--- src/rtl/writeback_arbiter_if.sv ---
// Writeback-port bundle: pipeline writeback inputs, side (mul/div) request
// handshake, and the shared register-file write port.
interface writeback_arbiter_if #(
   parameter int DATA_WIDTH     = 32,
   parameter int REG_ADDR_WIDTH = 5
);
   logic                      RegWriteW;
   logic [REG_ADDR_WIDTH-1:0] WriteRegW;
   logic [DATA_WIDTH-1:0]     ResultW;
   logic                      SideValid;
   logic [REG_ADDR_WIDTH-1:0] SideAddr;
   logic [DATA_WIDTH-1:0]     SideData;
   logic                      SideReady;
   logic                      RFWriteEn;
   logic [REG_ADDR_WIDTH-1:0] RFWriteAddr;
   logic [DATA_WIDTH-1:0]     RFWriteData;
   logic                      StallW;
   logic                      SidePending;

   modport master (
      output RegWriteW, WriteRegW, ResultW, SideValid, SideAddr, SideData,
      input  SideReady, RFWriteEn, RFWriteAddr, RFWriteData, StallW, SidePending
   );

   modport slave (
      input  RegWriteW, WriteRegW, ResultW, SideValid, SideAddr, SideData,
      output SideReady, RFWriteEn, RFWriteAddr, RFWriteData, StallW, SidePending
   );
endinterface

--- src/rtl/writeback_arbiter.sv ---
// Shares one register-file write port between the writeback stage and a
// 2-entry side-write FIFO, forcing a side write after STARVE_LIMIT lost cycles.
module writeback_arbiter #(
   parameter int DATA_WIDTH     = 32,
   parameter int REG_ADDR_WIDTH = 5,
   parameter int STARVE_LIMIT   = 4
) (
   input logic                CLK,
   input logic                RST,
   writeback_arbiter_if.slave wb
);
   typedef enum logic {PIPE_PRI, FORCE} state_t;

   typedef struct packed {
      logic [REG_ADDR_WIDTH-1:0] addr;
      logic [DATA_WIDTH-1:0]     data;
   } entry_t;

   localparam logic [3:0] STARVE_LAST = 4'(STARVE_LIMIT - 1);

   state_t     state;
   entry_t     mem [2];
   logic       wr_ptr;
   logic       rd_ptr;
   logic [1:0] count;
   logic [3:0] starve;

   logic   pipe_active;
   logic   has_entry;
   logic   take_side;
   logic   ready;
   logic   enq;
   logic   deq;
   entry_t head;

   // NOTE: every always_comb output gets a default first so no path can infer a latch.
   always_comb begin
      pipe_active = 1'b0;
      has_entry   = 1'b0;
      take_side   = 1'b0;
      ready       = 1'b0;
      enq         = 1'b0;
      deq         = 1'b0;
      head        = mem[rd_ptr];
      pipe_active = wb.RegWriteW && (wb.WriteRegW != '0);
      has_entry   = (count != 2'd0);
      take_side   = has_entry && ((state == FORCE) || !pipe_active);
      ready       = RST && (count != 2'd2);
      enq         = wb.SideValid && ready && (wb.SideAddr != '0);
      deq         = take_side;
   end

   // Port is combinational; everything is gated by RST so reset silences it at once.
   assign wb.SideReady   = ready;
   assign wb.SidePending = has_entry;
   assign wb.RFWriteEn   = RST && (take_side || pipe_active);
   assign wb.StallW      = RST && (state == FORCE) && has_entry && pipe_active;
   assign wb.RFWriteAddr = !RST      ? '0 :
                           take_side ? head.addr :
                           pipe_active ? wb.WriteRegW : '0;
   assign wb.RFWriteData = !RST      ? '0 :
                           take_side ? head.data :
                           pipe_active ? wb.ResultW : '0;

   // NOTE: FIFO storage is not reset; count and pointers alone define which entries are valid.
   always_ff @(posedge CLK) begin
      if (enq) mem[wr_ptr] <= '{addr: wb.SideAddr, data: wb.SideData};
   end

   // NOTE: sequential state uses non-blocking assignments so all registers update from pre-edge values.
   always_ff @(posedge CLK or negedge RST) begin
      if (!RST) begin
         state  <= PIPE_PRI;
         wr_ptr <= 1'b0;
         rd_ptr <= 1'b0;
         count  <= 2'd0;
         starve <= 4'd0;
      end else begin
         if (enq) wr_ptr <= ~wr_ptr;
         if (deq) rd_ptr <= ~rd_ptr;
         count <= count + {1'b0, enq} - {1'b0, deq};

         case (state)
            PIPE_PRI: begin
               if (has_entry && !deq) begin
                  if (starve == STARVE_LAST) begin
                     state  <= FORCE;
                     starve <= 4'd0;
                  end else begin
                     starve <= starve + 4'd1;
                  end
               end else begin
                  starve <= 4'd0;
               end
            end
            FORCE: begin
               state  <= PIPE_PRI;
               starve <= 4'd0;
            end
            default: state <= PIPE_PRI;
         endcase
      end
   end
endmodule

--- src/flat_wrapper.sv ---
// flat-port wrapper written by rule: the top's interface ports become plain ports
module writeback_arbiter_flat 
#(
   parameter int DATA_WIDTH     = 32,
   parameter int REG_ADDR_WIDTH = 5,
   parameter int STARVE_LIMIT   = 4
)
  (CLK, RST, wb_RegWriteW, wb_WriteRegW, wb_ResultW, wb_SideValid, wb_SideAddr, wb_SideData, wb_SideReady, wb_RFWriteEn, wb_RFWriteAddr, wb_RFWriteData, wb_StallW, wb_SidePending);
  writeback_arbiter_if #(.DATA_WIDTH(DATA_WIDTH), .REG_ADDR_WIDTH(REG_ADDR_WIDTH)) wb_i ();
  input logic CLK;
  input logic RST;
  input wire logic [$bits(wb_i.RegWriteW)-1:0] wb_RegWriteW;
  input wire logic [$bits(wb_i.WriteRegW)-1:0] wb_WriteRegW;
  input wire logic [$bits(wb_i.ResultW)-1:0] wb_ResultW;
  input wire logic [$bits(wb_i.SideValid)-1:0] wb_SideValid;
  input wire logic [$bits(wb_i.SideAddr)-1:0] wb_SideAddr;
  input wire logic [$bits(wb_i.SideData)-1:0] wb_SideData;
  output wire logic [$bits(wb_i.SideReady)-1:0] wb_SideReady;
  output wire logic [$bits(wb_i.RFWriteEn)-1:0] wb_RFWriteEn;
  output wire logic [$bits(wb_i.RFWriteAddr)-1:0] wb_RFWriteAddr;
  output wire logic [$bits(wb_i.RFWriteData)-1:0] wb_RFWriteData;
  output wire logic [$bits(wb_i.StallW)-1:0] wb_StallW;
  output wire logic [$bits(wb_i.SidePending)-1:0] wb_SidePending;
  assign wb_i.RegWriteW = wb_RegWriteW;
  assign wb_i.WriteRegW = wb_WriteRegW;
  assign wb_i.ResultW = wb_ResultW;
  assign wb_i.SideValid = wb_SideValid;
  assign wb_i.SideAddr = wb_SideAddr;
  assign wb_i.SideData = wb_SideData;
  assign wb_SideReady = wb_i.SideReady;
  assign wb_RFWriteEn = wb_i.RFWriteEn;
  assign wb_RFWriteAddr = wb_i.RFWriteAddr;
  assign wb_RFWriteData = wb_i.RFWriteData;
  assign wb_StallW = wb_i.StallW;
  assign wb_SidePending = wb_i.SidePending;
  writeback_arbiter #(.DATA_WIDTH(DATA_WIDTH), .REG_ADDR_WIDTH(REG_ADDR_WIDTH), .STARVE_LIMIT(STARVE_LIMIT)) u_core (.CLK(CLK), .RST(RST), .wb(wb_i));
endmodule
--- config.mk ---
export PLATFORM = sky130hd
export DESIGN_NAME = writeback_arbiter_flat
export DESIGN_NICKNAME = d
export VERILOG_FILES = /design/src/rtl/writeback_arbiter_if.sv /design/src/rtl/writeback_arbiter.sv /design/src/flat_wrapper.sv
export SDC_FILE = /design/constraint.sdc
export NUM_CORES = 1
export LEC_CHECK = 0
export ABC_AREA = 1
export CAP_MARGIN = 20
export CORE_ASPECT_RATIO = 1.1
export CORE_MARGIN = 2
export CORE_UTILIZATION = 50
export CTS_CLUSTER_SIZE = 30
export DETAILED_ROUTE_END_ITERATION = 10
export PLACE_DENSITY = 0.91
export RECOVER_POWER = 50
export SETUP_SLACK_MARGIN = 0.15
export SKIP_CTS_REPAIR_TIMING = 1
export SYNTH_ARGS = -nofsm -noshare
export SYNTH_HDL_FRONTEND = slang
export SYNTH_SLANG_ARGS = --single-unit
--- constraint.sdc ---
create_clock -name CLK -period 5.1 [get_ports CLK]
set_clock_uncertainty 0.2 [all_clocks]
set_input_delay 0.765 -clock CLK [delete_from_list [all_inputs] [get_ports CLK]]
set_output_delay 0.765 -clock CLK [all_outputs]
set_load 0.005 [all_outputs]
==> tab_implementation.tex, run 1 <==
\begin{tabular}{lr}
\hline
Metric & Value \\
\hline
\multicolumn{2}{l}{\textbf{Finish}} \\
Fill count & 614 \\
Area growth, synth to finish & 33.2\% \\
Total Nets Final & approximately 570 \\
Number of antenna cells inserted & 0 \\
Fraction of final layout cells with drive strength greater than 1 & 0.0523 \\
Final Util & 0.678 \\
\multicolumn{2}{l}{\textbf{Detailed routing}} \\
Via Count & around 3300 \\
Via-per-instance ratio & 5.46 \\
DRC & 0 \\
1st-iter DRT viols & approximately 180 \\
Pre-Repair DR Iteration Count & 4 \\
Post-DRT Antenna Nets & 0 \\
WL per Instance & between 15 and 20 um \\
Total wire length & about 9.9 mm \\
\multicolumn{2}{l}{\textbf{Worst hold path}} \\
Hold depth & 1 \\
Worst-case hold path end point & u\_core.starve[0] \\
Source of the worst hold timing path & u\_core.starve[0] \\
Hold Path Class & register to register \\
\multicolumn{2}{l}{\textbf{Yosys}} \\
Cell type contributing the most total cell area after synthesis & edfxtp\_1 \\
Total number of yosys warnings & 0 \\
Most common cell in the netlist & nand2\_1 \\
Count of state elements after synthesis & 83 \\
Mean post-synth cell area & between 10 and 15 um\^{}2 \\
Synth top area share & 0.558 \\
Cell types with the largest area share after synthesis & edfxtp\_1 56\%, nand2\_1 11\%, dfrtp\_1 5.7\% \\
Netlist area before placement & around 4000 um\^{}2 \\
Async SR Flop Fraction & 0.108 \\
Leading register cell type out of synthesis & edfxtp\_1 \\
Number of distinct library cells after synthesis & 27 \\
Share of synthesized area occupied by flip-flops and latches & 0.614 \\
Count of flip-flops with a built-in enable after synthesis & 74 \\
Syn Inst Count & around 390 \\
Post-Synthesis Net Count & 467 \\
Top cells by count, synth & 118 x nand2\_1, 74 x edfxtp\_1, 39 x nand3\_1, 37 x a21oi\_1, 36 x nand4\_1 \\
\multicolumn{2}{l}{\textbf{Global routing}} \\
Global-route total usage across every layer & 0.233 \\
Number of antenna violations at the first check in global routing & 0 \\
Maximum number of pins on one net before global-route repair & 43 \\
First-pass GRT wire length & 15.3 mm \\
Number of global-route vias before repair & 3316 \\
Aggregate global routing overflow & 0 \\
\multicolumn{2}{l}{\textbf{Timing}} \\
Post-route minimum period & between 4 and 5 ns \\
Unrepaired setup endpoints after global routing & no \\
Number of slew-limit violations in the final report & 0 \\
Count of endpoints failing hold in the final timing report & 0 \\
Fin Hold WS & 0.292 ns \\
Worst slew margin relative to its limit & 0.432 \\
Part of the cycle the worst path needs & 0.790 \\
Final sum of negative setup slack & 0 ns \\
Peak clock frequency supported by timing & 0.248 GHz \\
Transition time of the tightest slew-check pin & around 0.85 ns \\
Setup violations, final & 0 \\
\multicolumn{2}{l}{\textbf{Worst setup path}} \\
Worst Path Class, Setup & input port to primary output \\
Number of buffer and inverter instances along the worst setup path & 4 \\
Critical path capture point type & primary output \\
Reg2Reg Setup Slack & around 2.8 ns \\
Slowest cell delay on critical path & about 0.83 ns \\
Worst path top cell family by delay & buffers and inverters \\
Worst-path cell with the longest stage delay & dlygate4sd3\_1 \\
CP Launch Type & input port \\
R2R Path End & u\_core.mem[1][8] \\
Data arrival, critical path & a little over 3 ns \\
Worst r2r path cells & 6 \\
Data required time of the critical path & 4.14 ns \\
Launching instance or port of the critical path & RST \\
Cell Chain, Critical Path & dlygate4sd3\_1 > inv\_1 > buf\_4 > nor3\_1 > clkdlybuf4s50\_1 \\
Startpoint of the worst-slack reg-to-reg timing path & u\_core.count[1] \\
Highest net fanout along the worst path & 23 \\
\multicolumn{2}{l}{\textbf{Pwr}} \\
Power per unit of standard cell area & approximately 370 nW/um\^{}2 \\
Power Total & 1.97 mW \\
Maximum vdd ir drop & around 250 uV \\
Pleak & $\sim$2.0 nW \\
\multicolumn{2}{l}{\textbf{Placed design}} \\
Number of I/O port buffers & 118 \\
Last weighted congestion value of the routability-driven placer & approximately 0.86 \\
DPL Wire Length & $\sim$6.5 mm \\
\multicolumn{2}{l}{\textbf{Floorplan}} \\
Die ar. & 8700 um\^{}2 \\
Vert. Die Dim & between 90 and 100 um \\
Total core area & between 7000 and 8000 um\^{}2 \\
Horiz. Die Dim & roughly 89 um \\
Ports & 119 \\
Effective utilization at floorplan & 0.509 \\
Cell Rows & 34 \\
\multicolumn{2}{l}{\textbf{Clocking}} \\
Root buffer cell & clkbuf\_8 \\
Maximum root-to-sink buffer count & 2 \\
Clock tree from TritonCTS & yes \\
CTS clk-pin slew, worst paths & roughly 0.080 ns \\
Worst-skew pair later-pin latency & roughly 0.34 ns \\
Number of buffers created by CTS & 9 \\
Clk sink count & 83 \\
H-tree lvl count & 3 \\
\multicolumn{2}{l}{\textbf{Status}} \\
Status & completed \\
\multicolumn{2}{l}{\textbf{Job}} \\
Max-cap violations & 0 \\
\hline
\end{tabular}
[how the worst max path moves through the flow]
| stage | end | slack, ns | cells after the start |
|---|---|---|---|
| after global placement | wb_StallW | 1.20 | 5 |
| after CTS | wb_StallW | 1.14 | 5 |
| final | wb_StallW | 1.07 | 5 |
| after detailed placement | wb_StallW | 1.14 | 5 |
| after floorplan | u_core.mem[1][0] | 1.77 | 4 |
| after global routing | wb_RFWriteAddr[3] | 0.88 | 5 |
[layout make-up]
class	instances	area, um^2	area share
Multi-Input combinational cell	262	1260	0.237
Inverter	11	41.3	0.00778
Clock inverter	4	23.8	0.00448
Sequential cell	83	2450	0.461
Timing Repair Buffer	125	1270	0.239
Tap cell	108	135	0.0255
Clock buffer	12	135	0.0255
[where the power goes]
group	internal [mW]	total, mW	switching, mW	leakage [nW]
sequential	0.840	0.869	0.0288	0.794
clock	0.178	0.397	0.220	0.0856
combinational	0.288	0.707	0.419	1.13
[sequential cells by signal, summed over array words and instances, names as in the netlist]
name / cells
u_core.wr_ptr: 1
u_core.starve: 4
u_core.state: 1
u_core.mem: 74
u_core.rd_ptr: 1
u_core.count: 2
[kinds of logic (layout without fill, tap and decap cells)]
logic type / after synthesis / in the layout / synth area share
AO/OA/AOI/OAI: 40 / 40 / 0.0515
flip-flops: 83 / 83 / 0.614
adder cells (fa/ha/maj): 2 / 2 / 0.00628
XOR/XNOR: 3 / 3 / 0.00660
AND/OR/NAND/NOR: 217 / 217 / 0.252
buffers and inverters: 42 / 152 / 0.0691
[per-stage QoR]
stage | area (um^2) | worst slack [ns] | cells
3_5_place_dp | 5120 | 1.14 | 587
2_1_floorplan | 3980 | 1.77 | 387
4_1_cts | 5280 | 1.14 | 603
3_3_place_gp | 5120 | 1.20 | 587
6_report | 5310 | 1.07 | 605
5_1_grt | 5310 | 0.879 | 605
[cells in the final DEF (no fill, tap or decap), types with 2 or more instances in the layout]
| cell | instances |
|---|---|
| clkbuf_1 | 3 |
| clkbuf_8 | 9 |
| clkdlybuf4s50_1 | 79 |
| nand2_1 | 118 |
| nor3_1 | 5 |
| dfrtp_1 | 9 |
| inv_4 | 3 |
| inv_1 | 10 |
| nand4_1 | 37 |
| a21boi_0 | 2 |
| dlygate4sd3_1 | 39 |
| buf_4 | 5 |
| ha_1 | 2 |
| nor2_1 | 11 |
| edfxtp_1 | 74 |
| nand3_1 | 40 |
| xor2_1 | 2 |
| a21oi_1 | 37 |
[routing by layer]
| layer | global-route usage | wire length, um | vias to the layer above |
|---|---|---|---|
| met5 | 0 | 0 | - |
| met4 | 0.0907 | 249 | 0 |
| met3 | 0.0552 | 712 | 22 |
| met2 | 0.393 | 5090 | 140 |
| met1 | 0.282 | 3850 | 1559 |
| li1 | - | - | 1581 |
Note: power is estimated with default switching activity, not from simulation.
==> inputs of run 2 (changes only) <==
--- a/config.mk
+++ b/config.mk
@@ -9,10 +9,10 @@
 export CAP_MARGIN = 20
 export CORE_ASPECT_RATIO = 1.1
 export CORE_MARGIN = 2
-export CORE_UTILIZATION = 50
+export CORE_UTILIZATION = 47
 export CTS_CLUSTER_SIZE = 30
 export DETAILED_ROUTE_END_ITERATION = 10
-export PLACE_DENSITY = 0.91
+export PLACE_DENSITY = 0.87
 export RECOVER_POWER = 50
 export SETUP_SLACK_MARGIN = 0.15
 export SKIP_CTS_REPAIR_TIMING = 1
==> constraint.sdc (replaced) <==
create_clock -name CLK -period 4.08 [get_ports CLK]
set_clock_uncertainty 0.2 [all_clocks]
set_input_delay 0.612 -clock CLK [delete_from_list [all_inputs] [get_ports CLK]]
set_output_delay 0.612 -clock CLK [all_outputs]
set_load 0.005 [all_outputs]
==> tab_implementation.tex, run 2 (same netlist as run 1, synthesis figures left out) <==
\begin{tabular}{lr}
\hline
Metric & Value \\
\hline
\multicolumn{2}{l}{\textbf{Status}} \\
Status & completed \\
\multicolumn{2}{l}{\textbf{Placed design}} \\
Number of I/O port buffers & 118 \\
Placed cell area & approximately 5200 um\^{}2 \\
DPL Wire Length & between 6 and 7 mm \\
Last weighted congestion value of the routability-driven placer & 0.733 \\
\multicolumn{2}{l}{\textbf{Pwr}} \\
Fraction of power consumed by combinational cells & 0.346 \\
Maximum vdd ir drop & 265 uV \\
Switching Share & 0.331 \\
Internal power consumption & 1.67 mW \\
Power dissipated by switching net loads & approximately 830 uW \\
Power share of the sequential group & 0.436 \\
Clk pwr share & 0.218 \\
Pleak & roughly 2.0 nW \\
Power per unit of standard cell area & 469 nW/um\^{}2 \\
\multicolumn{2}{l}{\textbf{Job}} \\
Max-cap violations & 0 \\
\multicolumn{2}{l}{\textbf{Global routing}} \\
Global-route total usage across every layer & 0.222 \\
First-pass GRT wire length & $\sim$16 mm \\
Number of antenna violations at the first check in global routing & 0 \\
Aggregate global routing overflow & 0 \\
Maximum number of pins on one net before global-route repair & 42 \\
Number of global-route vias before repair & 3322 \\
\multicolumn{2}{l}{\textbf{Finish}} \\
Number of antenna cells inserted & 0 \\
Fill count & around 680 \\
Largest register FFs & 74 \\
Final design instance area without fill & approximately 5300 um\^{}2 \\
Commonest cells after routing, fill and taps aside & 118 x nand2\_1, 78 x clkdlybuf4s50\_1, 74 x edfxtp\_1, 40 x nand3\_1, 39 x dlygate4sd3\_1 \\
Largest registers ranked by flip-flop count & u\_core.mem x74, u\_core.starve x4, u\_core.count x2 \\
Fraction of final layout cells with drive strength greater than 1 & 0.0640 \\
Total Nets Final & between 500 and 600 \\
Reg with most FFs & u\_core.mem \\
Area growth, synth to finish & 34.0\% \\
Most common cell after layout, fill and taps aside & nand2\_1 \\
\multicolumn{2}{l}{\textbf{Worst hold path}} \\
Hold Path Class & register to register \\
\multicolumn{2}{l}{\textbf{Floorplan}} \\
Effective utilization at floorplan & 0.479 \\
Total core area & roughly 8300 um\^{}2 \\
Ports & $\sim$120 \\
Cell Rows & 35 \\
Die ar. & 9230 um\^{}2 \\
Vert. Die Dim & 101 um \\
Horiz. Die Dim & just over 90 um \\
\multicolumn{2}{l}{\textbf{Timing}} \\
Number of slew-limit violations in the final report & 0 \\
Unrepaired setup endpoints after global routing & no \\
Worst slew margin relative to its limit & 0.310 \\
Post-route minimum period & between 3 and 4 ns \\
Final sum of negative setup slack & 0 ns \\
Transition time of the tightest slew-check pin & around 1.0 ns \\
Setup violations, final & 0 \\
Part of the cycle the worst path needs & 0.875 \\
Peak clock frequency supported by timing & about 0.28 GHz \\
Count of endpoints failing hold in the final timing report & 0 \\
\multicolumn{2}{l}{\textbf{Worst setup path}} \\
Launching instance or port of the critical path & RST \\
CP Launch Type & input port \\
Worst Path Class, Setup & input port to primary output \\
Data required time of the critical path & 3.27 ns \\
Startpoint of the worst-slack reg-to-reg timing path & u\_core.count[1] \\
Reg2Reg Setup Slack & 1.60 ns \\
Critical path capture point type & primary output \\
Worst r2r path cells & 6 \\
R2R Path End & u\_core.mem[1][6] \\
Highest net fanout along the worst path & 21 \\
Data arrival, critical path & between 2 and 3 ns \\
End of the critical path & wb\_RFWriteData[0] \\
\multicolumn{2}{l}{\textbf{Clocking}} \\
Root buffer cell & clkbuf\_8 \\
CTS clk-pin slew, worst paths & about 0.08 ns \\
Worst-skew pair later-pin latency & $\sim$0.33 ns \\
Clock tree from TritonCTS & yes \\
Number of buffers created by CTS & 9 \\
Maximum root-to-sink buffer count & 2 \\
H-tree lvl count & 3 \\
Clk sink count & a little over 80 \\
\multicolumn{2}{l}{\textbf{Detailed routing}} \\
Total wire length & roughly 10 mm \\
Via Count & between 3000 and 4000 \\
Post-DRT Antenna Nets & 0 \\
DRC & 0 \\
1st-iter DRT viols & roughly 170 \\
Via-per-instance ratio & between 5 and 6 \\
Pre-Repair DR Iteration Count & 5 \\
WL per Instance & 16.4 um \\
\hline
\end{tabular}
run 2: cell count changes in the layout (fill, tap and decap cells not counted), sizes merged:
cell,previous run,this run
buf,7,11
clkbuf,12,13
clkdlybuf4s50,79,78
clkinvlp,0,1
inv,14,12
run 2: worst min-delay path by stage:
stage / start / endpoint / slack [ns] / cells after the start
4_1_cts: u_core.starve[0] / u_core.starve[0] / 0.28 / 1
3_5_place_dp: u_core.starve[0] / u_core.starve[0] / 0.27 / 1
2_1_floorplan: RST / u_core.count[0] / 0.12 / 0
3_3_place_gp: u_core.starve[0] / u_core.starve[0] / 0.26 / 1
6_report: u_core.starve[0] / u_core.starve[0] / 0.29 / 1
5_1_grt: u_core.starve[0] / u_core.starve[0] / 0.32 / 1
run 2: final cells by class:
class / instances / area (um^2) / area share
sequential: 83 / 2450 / 0.458
clock buffer: 13 / 170 / 0.0319
inverter: 11 / 41.3 / 0.00773
timing repair buffer: 128 / 1260 / 0.237
clock inverter: 3 / 18.8 / 0.00351
tap: 111 / 139 / 0.0260
multi-input combinational: 262 / 1260 / 0.236
run 2: critical path, stage by stage:
cell and delay, ns:
dlygate4sd3_1 0.53, buf_4 0.19, inv_1 0.49, buf_4 0.37, a21oi_1 0.08, clkdlybuf4s50_1 0.47
run 2: stage by stage:
step | hold slack, ns | instances | worst slack (ns) | util | power [mW]
after CTS | 0.285 | 611 | 0.633 | 0.644 | 2.54
after global placement | 0.258 | 595 | 0.719 | 0.621 | 1.95
after floorplan | 0.116 | 387 | 0.906 | - | 1.66
final | 0.286 | 611 | 0.510 | 0.642 | 2.50
after detailed placement | 0.273 | 595 | 0.610 | 0.621 | 2.00
after global routing | 0.320 | 611 | 0.384 | 0.642 | 2.67
run 2: power by group through the flow:
stage          combinational [mW]  clock [mW]  sequential (mW)
3_5_place_dp                0.886           0             1.11
4_1_cts                     0.890       0.560             1.09
2_1_floorplan               0.558           0             1.10
6_report                    0.866       0.546             1.09
3_3_place_gp                0.850           0             1.10
5_1_grt                     0.972       0.599             1.10
run 2: layer usage:
layer  up-vias  track usage  routed length, um
met1      1561        0.251               3940
met4         0       0.0838                167
met5         -            0                  0
met2       120        0.423               5420
li1       1586            -                  -
met3        16       0.0322                476
==> inputs of run 3 (changes only) <==
--- a/config.mk
+++ b/config.mk
@@ -10,7 +10,7 @@
 export CORE_ASPECT_RATIO = 1.1
 export CORE_MARGIN = 2
 export CORE_UTILIZATION = 47
-export CTS_CLUSTER_SIZE = 30
+export CTS_CLUSTER_SIZE = 24
 export DETAILED_ROUTE_END_ITERATION = 10
 export PLACE_DENSITY = 0.87
 export RECOVER_POWER = 50
==> results of run 3 <==
Final layout, timing and power as in run 2 (identical DEF).
